--- config.mk ---
export PLATFORM = sky130hd
export DESIGN_NAME = pc_sequencer_flat
export DESIGN_NICKNAME = d
export VERILOG_FILES = /design/src/rtl/pc_sequencer_if.sv /design/src/rtl/pc_sequencer.sv /design/src/flat_wrapper.sv
export SDC_FILE = /design/constraint.sdc
export NUM_CORES = 1
export LEC_CHECK = 0
export ABC_AREA = 1
export CORE_ASPECT_RATIO = 0.7
export CORE_UTILIZATION = 35
export DETAILED_ROUTE_END_ITERATION = 8
export PLACE_DENSITY = 0.66
export SLEW_MARGIN = 0
export SYNTH_ARGS = -nofsm -noshare
export SYNTH_HDL_FRONTEND = slang
export SYNTH_SLANG_ARGS = --single-unit
--- constraint.sdc ---
create_clock -name clk -period 4.33 [get_ports clk]
set_input_delay 0.433 -clock clk [delete_from_list [all_inputs] [get_ports clk]]
set_output_delay 0.433 -clock clk [all_outputs]
set_load 0.005 [all_outputs]
--- src/rtl/pc_sequencer_if.sv ---
// Fetch-sequencer bus: PC feedback, I-cache/hazard status, redirect requests in; PC load controls out.
// Latency: none, this is a bundle of wires.
// Backpressure: none of its own; icache_hit and stall are the hold conditions.
interface pc_sequencer_if #(
    parameter int SIZE = 32
);
    logic [SIZE-1:0] cur_pc;
    logic            icache_hit;
    logic            stall;
    logic            branch_taken;
    logic [SIZE-1:0] branch_target;
    logic            jump_valid;
    logic [SIZE-1:0] jump_target;
    logic            exc_valid;
    logic            halt_req;
    logic            resume;
    logic            pc_we;
    logic [SIZE-1:0] next_pc;
    logic [1:0]      fetch_state;
    logic            redirect_pending;

    // Side that drives the fetch status and redirects (pipeline / testbench).
    modport master (
        output cur_pc, icache_hit, stall, branch_taken, branch_target,
               jump_valid, jump_target, exc_valid, halt_req, resume,
        input  pc_we, next_pc, fetch_state, redirect_pending
    );

    // Side that is the sequencer itself.
    modport slave (
        input  cur_pc, icache_hit, stall, branch_taken, branch_target,
               jump_valid, jump_target, exc_valid, halt_req, resume,
        output pc_we, next_pc, fetch_state, redirect_pending
    );
endinterface

--- src/rtl/pc_sequencer.sv ---
// Fetch-stage PC sequencer: picks the next PC (exception > jump > branch > pending > PC+4) and drives pc_we.
// Latency: 0 cycles; outputs are Mealy, combinational from state, pending and inputs.
// Backpressure: holds the PC on a miss, stall or halt, and latches a redirect until it can be applied.
// Optional perf counters are enabled by defining PC_SEQ_PERF_EN.
module pc_sequencer #(
    parameter int              SIZE         = 32,
    parameter logic [SIZE-1:0] RESET_VECTOR = 32'h0000_0000,
    parameter logic [SIZE-1:0] EXC_VECTOR   = 32'h0000_0080
) (
    input  logic              clk,
    input  logic              rst_n,
    pc_sequencer_if.slave     bus
`ifdef PC_SEQ_PERF_EN
    ,
    output logic [31:0]       perf_miss_cycles,
    output logic [31:0]       perf_redirects
`endif
);

    typedef enum logic [1:0] {
        BOOT = 2'b00,
        RUN  = 2'b01,
        MISS = 2'b10,
        HALT = 2'b11
    } state_t;

    state_t          state;
    state_t          state_nxt;
    logic            pending;
    logic            pending_nxt;
    logic [SIZE-1:0] pending_target;
    logic [SIZE-1:0] pending_target_nxt;
    logic            load;
    logic [SIZE-1:0] load_pc;
    logic            applied;

    logic            redir;
    logic [SIZE-1:0] redir_target;
    logic [SIZE-1:0] seq_pc;

    // Jump outranks branch whenever both resolve in the same cycle.
    assign redir        = bus.jump_valid | bus.branch_taken;
    assign redir_target = bus.jump_valid ? bus.jump_target : bus.branch_target;
    assign seq_pc       = bus.cur_pc + SIZE'(4);

    // State, pending flag and pending target register.
    always_ff @(posedge clk or negedge rst_n) begin
        if (!rst_n) begin
            state          <= BOOT;
            pending        <= 1'b0;
            pending_target <= '0;
        end else begin
            state          <= state_nxt;
            pending        <= pending_nxt;
            pending_target <= pending_target_nxt;
        end
    end

    // Next-state, pending update and PC load selection.
    always_comb begin
        state_nxt          = state;
        pending_nxt        = pending;
        pending_target_nxt = pending_target;
        load               = 1'b0;
        load_pc            = bus.cur_pc;
        applied            = 1'b0;

        unique case (state)
            BOOT: begin
                // Inputs are ignored: the very first load is always the boot vector.
                load      = 1'b1;
                load_pc   = RESET_VECTOR;
                state_nxt = RUN;
            end
            default: begin
                if (bus.exc_valid) begin
                    load        = 1'b1;
                    load_pc     = EXC_VECTOR;
                    pending_nxt = 1'b0;
                    applied     = 1'b1;
                    state_nxt   = RUN;
                end else if (state == HALT || (state == MISS && !bus.icache_hit)) begin
                    // Not fetching: keep collecting redirects, newest wins.
                    if (redir) begin
                        pending_nxt        = 1'b1;
                        pending_target_nxt = redir_target;
                    end
                    if (state == HALT && bus.resume && !bus.halt_req) begin
                        state_nxt = RUN;
                    end
                end else begin
                    // RUN, or MISS on the cycle the line arrives: ordinary fetch rules.
                    state_nxt = RUN;
                    if (bus.halt_req || !bus.icache_hit || bus.stall) begin
                        if (redir) begin
                            pending_nxt        = 1'b1;
                            pending_target_nxt = redir_target;
                        end
                        if (bus.halt_req) begin
                            state_nxt = HALT;
                        end else if (!bus.icache_hit) begin
                            state_nxt = MISS;
                        end
                    end else if (redir) begin
                        // A fresh redirect supersedes any older latched one.
                        load        = 1'b1;
                        load_pc     = redir_target;
                        pending_nxt = 1'b0;
                        applied     = 1'b1;
                    end else if (pending) begin
                        load        = 1'b1;
                        load_pc     = pending_target;
                        pending_nxt = 1'b0;
                        applied     = 1'b1;
                    end else begin
                        load    = 1'b1;
                        load_pc = seq_pc;
                    end
                end
            end
        endcase
    end

    // While reset is held the BOOT load must not reach the PC register.
    assign bus.pc_we            = load & rst_n;
    assign bus.next_pc          = rst_n ? load_pc : RESET_VECTOR;
    assign bus.fetch_state      = state;
    assign bus.redirect_pending = pending;

`ifdef PC_SEQ_PERF_EN
    // Saturating counters: cycles spent in MISS and redirects actually loaded.
    always_ff @(posedge clk or negedge rst_n) begin
        if (!rst_n) begin
            perf_miss_cycles <= '0;
            perf_redirects   <= '0;
        end else begin
            if (state == MISS && perf_miss_cycles != 32'hFFFF_FFFF) begin
                perf_miss_cycles <= perf_miss_cycles + 32'd1;
            end
            if (applied && perf_redirects != 32'hFFFF_FFFF) begin
                perf_redirects <= perf_redirects + 32'd1;
            end
        end
    end
`endif

endmodule
--- src/flat_wrapper.sv ---
// flat-port wrapper written by rule: the top's interface ports become plain ports
module pc_sequencer_flat 
#(
    parameter int              SIZE         = 32,
    parameter logic [SIZE-1:0] RESET_VECTOR = 32'h0000_0000,
    parameter logic [SIZE-1:0] EXC_VECTOR   = 32'h0000_0080
)
  (clk, rst_n, bus_cur_pc, bus_icache_hit, bus_stall, bus_branch_taken, bus_branch_target, bus_jump_valid, bus_jump_target, bus_exc_valid, bus_halt_req, bus_resume, bus_pc_we, bus_next_pc, bus_fetch_state, bus_redirect_pending);
  pc_sequencer_if #(.SIZE(SIZE)) bus_i ();
  input  logic clk;
  input  logic rst_n;
  input wire logic [$bits(bus_i.cur_pc)-1:0] bus_cur_pc;
  input wire logic [$bits(bus_i.icache_hit)-1:0] bus_icache_hit;
  input wire logic [$bits(bus_i.stall)-1:0] bus_stall;
  input wire logic [$bits(bus_i.branch_taken)-1:0] bus_branch_taken;
  input wire logic [$bits(bus_i.branch_target)-1:0] bus_branch_target;
  input wire logic [$bits(bus_i.jump_valid)-1:0] bus_jump_valid;
  input wire logic [$bits(bus_i.jump_target)-1:0] bus_jump_target;
  input wire logic [$bits(bus_i.exc_valid)-1:0] bus_exc_valid;
  input wire logic [$bits(bus_i.halt_req)-1:0] bus_halt_req;
  input wire logic [$bits(bus_i.resume)-1:0] bus_resume;
  output wire logic [$bits(bus_i.pc_we)-1:0] bus_pc_we;
  output wire logic [$bits(bus_i.next_pc)-1:0] bus_next_pc;
  output wire logic [$bits(bus_i.fetch_state)-1:0] bus_fetch_state;
  output wire logic [$bits(bus_i.redirect_pending)-1:0] bus_redirect_pending;
  assign bus_i.cur_pc = bus_cur_pc;
  assign bus_i.icache_hit = bus_icache_hit;
  assign bus_i.stall = bus_stall;
  assign bus_i.branch_taken = bus_branch_taken;
  assign bus_i.branch_target = bus_branch_target;
  assign bus_i.jump_valid = bus_jump_valid;
  assign bus_i.jump_target = bus_jump_target;
  assign bus_i.exc_valid = bus_exc_valid;
  assign bus_i.halt_req = bus_halt_req;
  assign bus_i.resume = bus_resume;
  assign bus_pc_we = bus_i.pc_we;
  assign bus_next_pc = bus_i.next_pc;
  assign bus_fetch_state = bus_i.fetch_state;
  assign bus_redirect_pending = bus_i.redirect_pending;
  pc_sequencer #(.SIZE(SIZE), .RESET_VECTOR(RESET_VECTOR), .EXC_VECTOR(EXC_VECTOR)) u_core (.clk(clk), .rst_n(rst_n), .bus(bus_i));
endmodule
## Word level (Yosys, flattened, before mapping)

Cells that the tools add are included.
W data, S select, Z words.

| word-level totals | value |
|---|---|
| input bits | 105 |
| output and inout port bits | 36 |
| word-level logic and storage cells | 48 |
| flip-flop bits (word level) | 35 |

| operators by class | value |
|---|---|
| reduce and logical (&&, ||, !) cells | 11 |
| muxes and demuxes | 26 |
| bitwise gates (word level) | 4 |
| eq/ne operators | 3 |
| add/subtract/negate cells | 1 |

Operators by type and width:

| operator | count |
|---|---|
| $mux W32 | 11 |
| $add A32 B3 Y32 const B | 1 |
| $mux W2 | 7 |
| $mux W1 | 8 |
| $eq A2 B2 Y1 const B | 2 |
| $ne A4 B4 Y1 const B | 1 |
| $logic_and A1 B1 Y1 | 3 |
| $logic_or A1 B1 Y1 | 3 |
| $reduce_and A3 Y1 | 1 |
| $logic_not A1 Y1 | 2 |
| $logic_not A2 Y1 | 1 |
| $not A1 Y1 | 2 |
| $reduce_bool A2 Y1 | 1 |
| $and A1 B1 Y1 | 1 |
| $or A1 B1 Y1 | 1 |

## Longest topological paths before layout

Gate-level depths: netlist of the first run.

| depth | value |
|---|---|
| depth in word-level cells | 8 |
| depth in mapped cells | 11 |

## Least setup slack after synthesis of the first run

OpenSTA, ideal clock, no wires.

| timing path | value |
|---|---|
| path type | in2out |
| start point | in bus_cur_pc[2] |
| end point | out bus_next_pc[30] |
| path slack | 2.491 ns |
| arrival | 1.406 ns |
| required time | 3.897 ns |
| buffers on the path | 0 |
| stages | 11 |
| path through | ha_1 -> nand2_1 -> nor2_4 -> inv_1 -> nor2_2 -> nand2_1 -> nand2_1 -> nand3_1 -> nand2_1 -> nand2_1 -> a21oi_1 |

| between the ends | value |
|---|---|
| longest elaborated chain between the ends | 8 |

Ends and longest elaborated chain:

| element | line | source |
|---|---|---|
| start: declaration | flat_wrapper.sv:12 | `input wire logic [$bits(bus_i.cur_pc)-1:0] bus_cur_pc;` |
| $add A32 B3 Y32 | pc_sequencer.sv:44 | `assign seq_pc = bus.cur_pc + SIZE'(4);` |
| $mux W32 | pc_sequencer.sv:110 | `end else if (pending) begin` |
| $mux W32 | pc_sequencer.sv:104 | `end else if (redir) begin` |
| $mux W32 | pc_sequencer.sv:94 | `if (bus.halt_req \|\| !bus.icache_hit \|\| bus.stall) begin` |
| $mux W32 | pc_sequencer.sv:82 | `end else if (state == HALT \|\| (state == MISS && !bus.icache_hit)) begin` |
| $mux W32 | pc_sequencer.sv:76 | `if (bus.exc_valid) begin` |
| $mux W32 | pc_sequencer.sv:68 | `unique case (state)` |
| $mux W32 | pc_sequencer.sv:126 | `assign bus.next_pc = rst_n ? load_pc : RESET_VECTOR;` |
| end: declaration | flat_wrapper.sv:23 | `output wire logic [$bits(bus_i.next_pc)-1:0] bus_next_pc;` |

No other way between the ends.

## Worst setup path in the final report of the first run

| timing path | value |
|---|---|
| start point | in bus_icache_hit |
| end point | out bus_next_pc[3] |

| between the ends | value |
|---|---|
| longest elaborated chain between the ends | 8 |
| elaborated cells between the ends (all ways) | 10 |
| classes of those cells | 5 x mux; 5 x reduce/logical |

Ends and longest elaborated chain:

| element | line | source |
|---|---|---|
| start: declaration | flat_wrapper.sv:13 | `input wire logic [$bits(bus_i.icache_hit)-1:0] bus_icache_hit;` |
| $logic_not A1 Y1 * | pc_sequencer.sv:82, pc_sequencer.sv:94 |  |
| $logic_or A1 B1 Y1 (2 in series) | pc_sequencer.sv:94 |  |
| $mux W32 | pc_sequencer.sv:94 |  |
| $mux W32 * | pc_sequencer.sv:82 |  |
| $mux W32 * | pc_sequencer.sv:76 |  |
| $mux W32 * | pc_sequencer.sv:68 |  |
| $mux W32 * | pc_sequencer.sv:126 |  |

Mark *: on every way between the ends. The rest lies on a longest branch, timed or not.

==> results of run 1 <==
-- kinds of logic (layout without fill, tap and decap cells) --
logic type | count (synthesis) | after routing | share of synthesized area, %
and+or+nand+nor | 364 | 364 | 40.2
AOI/OAI and AO/OA | 145 | 145 | 21.6
buffers and inverters | 103 | 227 | 11.0
DFF | 35 | 35 | 23.2
muxes | 10 | 10 | 2.65
xor gates and xnor gates | 4 | 4 | 0.929
adders and majority gates | 1 | 1 | 0.332
-- sequential cells by signal, summed over array words and instances, names as in the netlist --
register,flops
u_core.pending_target,32
u_core.bus.fetch_state,2
u_core.bus.redirect_pending,1
-- layer usage --
metal	track usage (%)	vias to the layer above
met5	0	-
met4	5.26	0
met3	4.59	11
met2	40.4	190
met1	37.2	2208
li1	-	2384
-- cells in the mapped netlist --
cell / number / area (um^2)
or2_2: 1 / 6.26
buf_1: 2 / 7.51
a221oi_1: 1 / 8.76
inv_1: 67 / 251
nand2_1: 238 / 893
nand3_2: 1 / 10.0
nor2_1: 61 / 229
nand2_2: 5 / 31.3
xnor2_1: 1 / 8.76
a22oi_1: 1 / 7.51
mux2i_1: 10 / 100
xor2_1: 3 / 26.3
o21bai_1: 2 / 15.0
clkbuf_1: 13 / 48.8
clkbuf_4: 1 / 7.51
inv_2: 2 / 7.51
buf_2: 15 / 75.1
a31oi_1: 22 / 138
o221ai_1: 1 / 8.76
dfrtp_1: 35 / 876
or2_1: 1 / 6.26
o211ai_1: 6 / 45.0
o21ai_0: 67 / 335
buf_4: 2 / 15.0
clkinv_1: 1 / 3.75
nor2_4: 7 / 78.8
o211a_1: 1 / 10.0
a21oi_2: 3 / 26.3
o21ai_2: 1 / 8.76
ha_1: 1 / 12.5
o21a_1: 3 / 22.5
nor2_2: 7 / 43.8
a21oi_1: 32 / 160
nand4_1: 3 / 18.8
o21ai_1: 4 / 20.0
a21boi_0: 1 / 7.51
nand3_1: 40 / 200
-- critical path, delay by kind of cell --
family	cells	cell delay, ns
AO/OA/AOI/OAI	3	0.54
AND/OR/NAND/NOR	1	0.57
buffers and inverters	4	1.70
-- stage by stage --
| stage | setup WS (ns) | utilization (%) |
|---|---|---|
| after global routing | 0.480 | 52.1 |
| after global placement | 0.783 | 50.5 |
| after detailed placement | 0.702 | 50.5 |
| after CTS | 0.677 | 52.1 |
| final | 0.641 | 52.1 |
| after floorplan | 2.49 | - |
-- power by group through the flow --
| stage | Clock, mW | Sequential [mW] | Combinational (mW) |
|---|---|---|---|
| 6_report | 0.433 | 0.419 | 0.449 |
| 5_1_grt | 0.456 | 0.424 | 0.503 |
| 4_1_cts | 0.440 | 0.418 | 0.448 |
| 3_5_place_dp | 0 | 0.423 | 0.446 |
| 3_3_place_gp | 0 | 0.419 | 0.438 |
| 2_1_floorplan | 0 | 0.410 | 0.235 |
-- worst max path at each step --
stage	startpoint	to	slack (ns)	cells past startpoint
3_3_place_gp	bus_icache_hit	bus_next_pc[3]	0.78	8
3_5_place_dp	bus_icache_hit	bus_next_pc[3]	0.70	8
4_1_cts	bus_icache_hit	bus_next_pc[3]	0.68	8
6_report	bus_icache_hit	bus_next_pc[3]	0.64	8
2_1_floorplan	bus_cur_pc[2]	bus_next_pc[30]	2.49	11
5_1_grt	bus_icache_hit	bus_next_pc[3]	0.48	8
-- cells in the final DEF, fill, tap and decap left out, drive strengths merged, types with 5 or more instances in the layout --
master / netlist / layout
a21oi: 35 / 35
a31oi: 22 / 22
buf: 19 / 10
clkbuf: 14 / 5
clkdlybuf4s50: 0 / 139
dfrtp: 35 / 35
inv: 69 / 70
mux2i: 10 / 10
nand2: 243 / 243
nand3: 41 / 41
nor2: 75 / 75
o211ai: 6 / 6
o21ai: 72 / 72
-- cell type report --
class	instances	area (um^2)	area share (%)
flip-flops and latches	35	876	16.2
repair buffers	149	1460	27.0
well taps	132	165	3.05
clock inverters	3	46.3	0.855
clock buffers	5	125	2.31
multi-input cells	524	2480	45.8
inverters	70	263	4.85
==> summary.txt, run 1 <==
Tcrit/Tclk final: 85.2%
Skew final: 0.00830 ns
Worst hold slack: 0.249 ns
Largest net degree at the start of global routing: 44
# diodes: 0
Maxcap violations: 0
Die width: 126 um
Worst setup SP type: input port
Syn Std Cell Area: 3770 um^2
Syn Nets: 768
TritonCTS Buffers: 5
Final GP Congestion: 0.905
FILL cells: 1089
I/O pin cnt: 141
Yosys cell types: 37
Via count: 4793
Clk slew on worst S/H paths: 0.06 ns
RSZ-0062 raised after global routing: no
Drt initial violations: 295
Reg2reg end: u_core.pending_target[14]
Register area share after synthesis: 23.2%
Leakage: 2.45 nW
Slowest CP cell: inv_1
Yosys warnings: 0
DRT Wirelength: 14200 um
Post-Synthesis Cells: 662
Site row count: 31
WL per Instance: 15.5 um
Die H: 88.8 um
Data required, critical path: 3.90 ns
Nets: 891
Placed Instances: 910
Sequential share of power: 32.2%
Synth-to-Final Area Change: 43.7%
First drt pass iteration count: 5
FF-to-FF path depth: 7
Antenna-violating nets left: 0
# resized after CTS: 0
Starting Density: 36.3%
Met3 WL: 1070 um
First-pass GRT wire length: 22700 um
CTS Root Cell: clkbuf_16
Minimum clock period: 3.69 ns
Hpwl dp: 10800 um
GRT overflow: 0
Wire length on met1: 7190 um
Internal reg-to-reg setup slack: 1.82 ns
Clock tree buffer depth: 2
Slew HR: 41.3%
Vias per cell: 5.22
Initial antenna violation count: 0
Maximum VDD drop: 119 uV
Worst path max stage delay: 0.60 ns
DRC violations left: 0
Die Area: 11200 um^2
Setup TNS: 0 ns
Worst hold path type: input port to async pin
CP Class: input port to output port
Met2 Wirelength: 5830 um
Post-DP Area: 5250 um^2
Hold_buf cts: 0
Critical path cell sequence: clkdlybuf4s50_1 > inv_1 > o21ai_2 > nand3_2 > inv_1 > o21ai_0 > a21oi_1 > clkdlybuf4s50_1
Fin. max-slew vios: 0
CP max FO: 31
Clock share of power: 33.3%
Fmax achieved: 271 MHz
H-Tree Depth: 2
Design Power: 1.30 mW
Final Hold Fails: 0
Post-route cell area: 5420 um^2
Max layer used: met4
Endpoint type of the worst setup path: output port
Reg-to-Reg Start: u_core.bus.fetch_state[0]
Setup Viol. Count Final: 0
Vias in the first global route: 4489
Crit path DAT: 3.26 ns
Layout Cells excl Fill: 918
Fraction of layout cells with a size suffix above 1: 5.73%
Clk_lat worst skew: 0.29 ns
Internal: 0.865 mW
Syn_area_per_cell: 5.70 um^2
CTS tree: done
Floorplan core area: 10400 um^2
Synth Register Bits: 35
Switching Fraction: 33.5%
Setup bufs post-CTS: 0
Pwr dens: 240 nW/um^2
NetSw: 0.435 mW
Status: finished, final reports clean
Gate power share: 34.5%
Slew at the pin with the worst max-slew slack: 0.879 ns
Total GRT Usage: 25.8%
CTS Sinks: 35
# port buffers: 140
No activity file was read; power rests on OpenSTA's default activity.
==> run 2, diff against run 1 <==
==> constraint.sdc (replaced) <==
create_clock -name clk -period 4.55 [get_ports clk]
set_input_delay 0.455 -clock clk [delete_from_list [all_inputs] [get_ports clk]]
set_output_delay 0.455 -clock clk [all_outputs]
set_load 0.005 [all_outputs]
==> run 2 against run 1 <==
Compared with the run above: design area shrank 0.76%; clock power shrank 21%; power decreased by 10%; critical path depth is 4 higher; sequential power decreased by 5.5%; combinational power down 4.7%; first-iteration DRC count increased by 24%; critical path type unchanged; via count is 1.4% lower; non-clock buffer count is 1 lower; final cell count is 0.11% lower.
==> summary.txt, run 2 (synthesis results as in run 1) <==
Slew at the pin with the worst max-slew slack: 0.954 ns
Hold_buf cts: 0
Starting Density: 36.3%
CTS Root Cell: clkbuf_16
Maximum VDD drop: 133 uV
Floorplan core area: 10400 um^2
Reg2reg end: u_core.pending_target[17]
Total GRT Usage: 25.7%
Fraction of layout cells with a size suffix above 1: 5.35%
FF-to-FF path depth: 8
Post-layout util: 51.7%
Hpwl dp: 10600 um
Site row count: 31
Clk slew on worst S/H paths: 0.06 ns
DRC violations left: 0
# diodes: 0
First-pass GRT wire length: 22200 um
Leakage: 2.43 nW
Skew final: 0.00765 ns
Final GP Congestion: 0.947
Endpoint type of the worst setup path: output port
Initial antenna violation count: 0
Final Hold Fails: 0
Worst hold slack: 0.297 ns
Crit path to: bus_next_pc[22]
Minimum clock period: 3.28 ns
Slew HR: 36.4%
FF+latch area: 876 um^2
Internal reg-to-reg setup slack: 2.58 ns
CP Class: input port to output port
I/O pin cnt: 141
Vias per cell: 5.15
Drt initial violations: 366
Largest Register: u_core.pending_target
CP max FO: 4
WL per Instance: 15.4 um
First drt pass iteration count: 5
Fmax achieved: 305 MHz
# port buffers: 140
Worst hold path type: input port to async pin
Clk_lat worst skew: 0.29 ns
Largest net degree at the start of global routing: 45
Commonest non-fill, non-tap cell in the layout: nand2_1
# resized after CTS: 0
H-Tree Depth: 2
Setup TNS: 0 ns
Synth-to-Final Area Change: 42.6%
Multi-input logic area: 2480 um^2
Most frequent cells in the layout: nand2_1, clkdlybuf4s50_1, inv_1, o21ai_0, nor2_1
Vias in the first global route: 4319
Clock tree buffer depth: 2
Data required, critical path: 4.09 ns
TritonCTS Buffers: 5
DRT Wirelength: 14100 um
CTS Sinks: 35
Worst setup SP type: input port
Antenna-violating nets left: 0
Die H: 88.8 um
CP Launch Point: bus_cur_pc[8]
FILL cells: 1063
Maxcap violations: 0
Setup Viol. Count Final: 0
GRT overflow: 0
Crit path DAT: 2.83 ns
RSZ-0062 raised after global routing: no
Via count: 4726
Tcrit/Tclk final: 72.2%
Nets: 890
Pwr dens: 217 nW/um^2
CTS tree: done
Die width: 126 um
Die Area: 11200 um^2
Status: finished, final reports clean
Reg-to-Reg Start: u_core.bus.fetch_state[0]
Setup bufs post-CTS: 0
Max reg flops: 32
Fin. max-slew vios: 0
[run 2: cell types whose count changed in the layout (fill, tap and decap cells not counted), sizes merged]
cell      previous run  this run
clkinv               1         2
inv                 70        69
buf                 10         9
clkbuf               5         7
clkinvlp             1         0
bufinv               1         0
[run 2: power breakdown]
part	switching (mW)	leakage, nW	internal [mW]
clock network	0.141	0.0679	0.203
registers	0.0297	0.430	0.367
logic	0.233	1.93	0.195
total	0.404	2.43	0.765
[run 2: worst max-delay path, stage by stage]
cell	delay (ns)
clkdlybuf4s50_1	0.65
nand2_1	0.17
nor2_4	0.16
nand2_1	0.10
nor2_1	0.21
nand2_1	0.08
nand2_1	0.06
nand3_1	0.09
nand2_1	0.10
nand2_1	0.05
a21oi_1	0.14
clkdlybuf4s50_1	0.56
[run 2: worst min path at each step]
| stage | slack, ns | start | depth (start not counted) | end |
|---|---|---|---|---|
| 6_report | 0.30 | rst_n | 2 | u_core.pending_target[24] |
| 5_1_grt | 0.33 | rst_n | 2 | u_core.pending_target[15] |
| 4_1_cts | 0.31 | rst_n | 2 | u_core.pending_target[24] |
| 3_5_place_dp | 0.46 | u_core.pending_target[7] | 2 | u_core.pending_target[7] |
| 3_3_place_gp | 0.46 | u_core.pending_target[7] | 2 | u_core.pending_target[7] |
| 2_1_floorplan | 0.16 | rst_n | 0 | u_core.bus.fetch_state[0] |
[run 2: metal layers]
layer  up-vias  wire length (um)  GRT usage [%]
met5         -                 0              0
met4         0                88           4.49
met3        11              1120           5.14
met2       201              5720           39.8
met1      2135              7170           37.2
li1       2379                 -              -
[run 2: area by class of cell]
| class | count | area share [%] |
|---|---|---|
| clock inverters | 1 | 0.0931 |
| repair buffers | 148 | 27.1 |
| clock buffers | 7 | 2.47 |
| well taps | 132 | 3.07 |
| inverters | 70 | 4.89 |
| multi-input cells | 524 | 46.1 |
| flip-flops and latches | 35 | 16.3 |
[run 2: metrics by stage]
stage	cell area [um^2]	setup slack (ns)	power, mW	std cells
final	5380	1.27	1.17	917
after global routing	5380	1.06	1.24	917
after CTS	5380	1.27	1.17	917
after detailed placement	5240	1.28	0.825	909
after global placement	5240	1.34	0.819	909
after floorplan	3770	2.67	0.614	662
==> run 3, diff against run 2 <==
--- a/config.mk
+++ b/config.mk
@@ -9,7 +9,7 @@
 export CORE_ASPECT_RATIO = 0.7
 export CORE_UTILIZATION = 35
 export DETAILED_ROUTE_END_ITERATION = 8
-export PLACE_DENSITY = 0.66
+export PLACE_DENSITY = 0.68
 export SLEW_MARGIN = 0
 export SYNTH_ARGS = -nofsm -noshare
 export SYNTH_HDL_FRONTEND = slang
==> constraint.sdc (replaced) <==
create_clock -name clk -period 2.8 [get_ports clk]
set_input_delay 0.28 -clock clk [delete_from_list [all_inputs] [get_ports clk]]
set_output_delay 0.28 -clock clk [all_outputs]
set_load 0.005 [all_outputs]
==> run 3 against run 2 <==
Compared with the run above: non-clock buffer count up 33; clock power up 64%; via count up 3.0%; sequential share of layout area down 1.2 points; sequential power up 61%; routed wire length up 4.3%; global-route usage up 1.1 points; sequential cell count unchanged; largest power group unchanged.
==> summary.txt, run 3 (synthesis results as in run 1) <==
Status: finished, final reports clean
Kind of cell adding the most delay to the critical path: buffers and inverters
RSZ-0062 raised after global routing: yes
Pwr dens: 337 nW/um^2
Fraction of layout cells with a size suffix above 1: 11.9%
Critical path cell sequence: clkdlybuf4s50_1 > nand2_1 > nor2_2 > nand2_1 > nor2_2 > nand2_1 > nand2_1 > nand3_1 > nand2_1 > nand2_1 > a21oi_2 > clkdlybuf4s50_1
Data required, critical path: 2.52 ns
DRC violations left: 0
Slew HR: 66.3%
Hpwl dp: 11500 um
Total GRT Usage: 26.7%
Slew at the pin with the worst max-slew slack: 0.505 ns
Die width: 126 um
Antenna-violating nets left: 0
Leakage: 2.79 nW
# diodes: 0
FILL cells: 1028
Crit path DAT: 2.41 ns
CTS Root Cell: clkbuf_16
Largest Register: u_core.pending_target
Skew final: 0.00741 ns
Fmax achieved: 371 MHz
Initial antenna violation count: 0
Worst setup SP type: input port
Most frequent cells in the layout: nand2_1, clkdlybuf4s50_1, o21ai_0, inv_1, nor2_1
CTS tree: done
Vias per cell: 5.12
Via count: 4866
Max reg flops: 32
H-Tree Depth: 2
Floorplan core area: 10400 um^2
Slowest CP cell: clkdlybuf4s50_1
Drt initial violations: 319
Die H: 88.8 um
Final Hold Fails: 0
Starting Density: 36.3%
Final worst setup slack: 0.106 ns
First drt pass iteration count: 5
Die Area: 11200 um^2
Vias in the first global route: 4480
I/O pin cnt: 141
Largest net degree at the start of global routing: 45
Synth-to-Final Area Change: 54.1%
Clk slew on worst S/H paths: 0.06 ns
TritonCTS Buffers: 5
Clock tree buffer depth: 2
CP max FO: 3
Hold_buf cts: 0
Post-route cell area: 5810 um^2
Setup Viol. Count Final: 0
Nets: 923
Placed Instances: 940
Tcrit/Tclk final: 96.2%
Internal reg-to-reg setup slack: 0.80 ns
First-pass GRT wire length: 23100 um
Post-DP Area: 5520 um^2
FF+latch area: 876 um^2
Layout Cells excl Fill: 950
WL per Instance: 15.5 um
Maximum VDD drop: 233 uV
DRT Wirelength: 14700 um
Multi-input logic area: 2570 um^2
Post-place setup slack: -0.0712 ns
CTS Sinks: 35
Final GP Congestion: 0.860
Number of buffers and inverters on the critical path: 2
Endpoint type of the worst setup path: output port
Maxcap violations: 0
Minimum clock period: 2.69 ns
Worst hold path type: input port to async pin
GRT overflow: 0
Setup TNS: 0 ns
CP Class: input port to output port
Site row count: 31
# port buffers: 140
Cell repeated most along the worst path: nand2_1
Clk_lat worst skew: 0.29 ns
Fin. max-slew vios: 0
Commonest non-fill, non-tap cell in the layout: nand2_1
Worst path max stage delay: 0.53 ns
==> run 3: changes by cell type in the layout (fill, tap and decap cells not counted), moves of 3 or more <==
cell	before	now
nor2_4	7	11
nand2_1	238	235
buf_12	0	4
buf_4	8	37
dlymetal6s2s_1	0	18
clkdlybuf4s50_1	139	119
inv_1	67	64
nor2_1	61	49
nor2_2	7	15
==> run 3: power by group <==
part | switching [mW] | leakage, nW | internal (mW) | total (mW)
Clock | 0.236 | 0.0679 | 0.330 | 0.565
Sequential | 0.0436 | 0.430 | 0.596 | 0.639
Combinational | 0.402 | 2.29 | 0.355 | 0.756
==> run 3: stage by stage <==
step | power (mW) | util, % | hold WS (ns)
after floorplan | 0.998 | - | -0.0156
after global placement | 1.37 | 53.1 | 0.423
after detailed placement | 1.39 | 53.1 | 0.429
after CTS | 1.96 | 54.7 | 0.128
after global routing | 2.08 | 55.9 | 0.151
final | 1.96 | 55.9 | 0.115
==> run 3: repair_timing <==
item / CTS / global route
setup endpoints to repair: 6 / 30
pin swaps: 2 / 3
gates resized for setup: 8 / 41
cloned: 0 / 0
buffers inserted: 1 / 1
==> run 3: worst paths after layout <==
check | from | to | cells past startpoint
max | bus_cur_pc[13] | bus_next_pc[21] | 12
min | rst_n | u_core.pending_target[29] | 2
max reg2reg | u_core.bus.fetch_state[0] | u_core.pending_target[24] | 8
min reg2reg | u_core.pending_target[17] | u_core.pending_target[17] | 1
max in group asynchronous | rst_n | u_core.pending_target[0] | 2
min in group clk | u_core.pending_target[17] | u_core.pending_target[17] | 1
==> run 3: cell type report <==
| class | instances | area share (%) |
|---|---|---|
| repair buffers | 181 | 30.9 |
| inverters | 70 | 4.58 |
| multi-input cells | 524 | 44.2 |
| clock inverters | 1 | 0.0861 |
| well taps | 132 | 2.84 |
| flip-flops and latches | 35 | 15.1 |
| clock buffers | 7 | 2.28 |
==> run 3: metal layers <==
| metal | part of all wire [%] | vias up | wire length, um | GRT usage [%] |
|---|---|---|---|---|
| li1 | - | 2444 | - | - |
| met1 | 50 | 2227 | 7420 | 39.4 |
| met2 | 43 | 183 | 6260 | 42.2 |
| met3 | 6.2 | 12 | 913 | 3.57 |
| met4 | 0.79 | 0 | 116 | 4.16 |
| met5 | 0 | - | 0 | 0 |
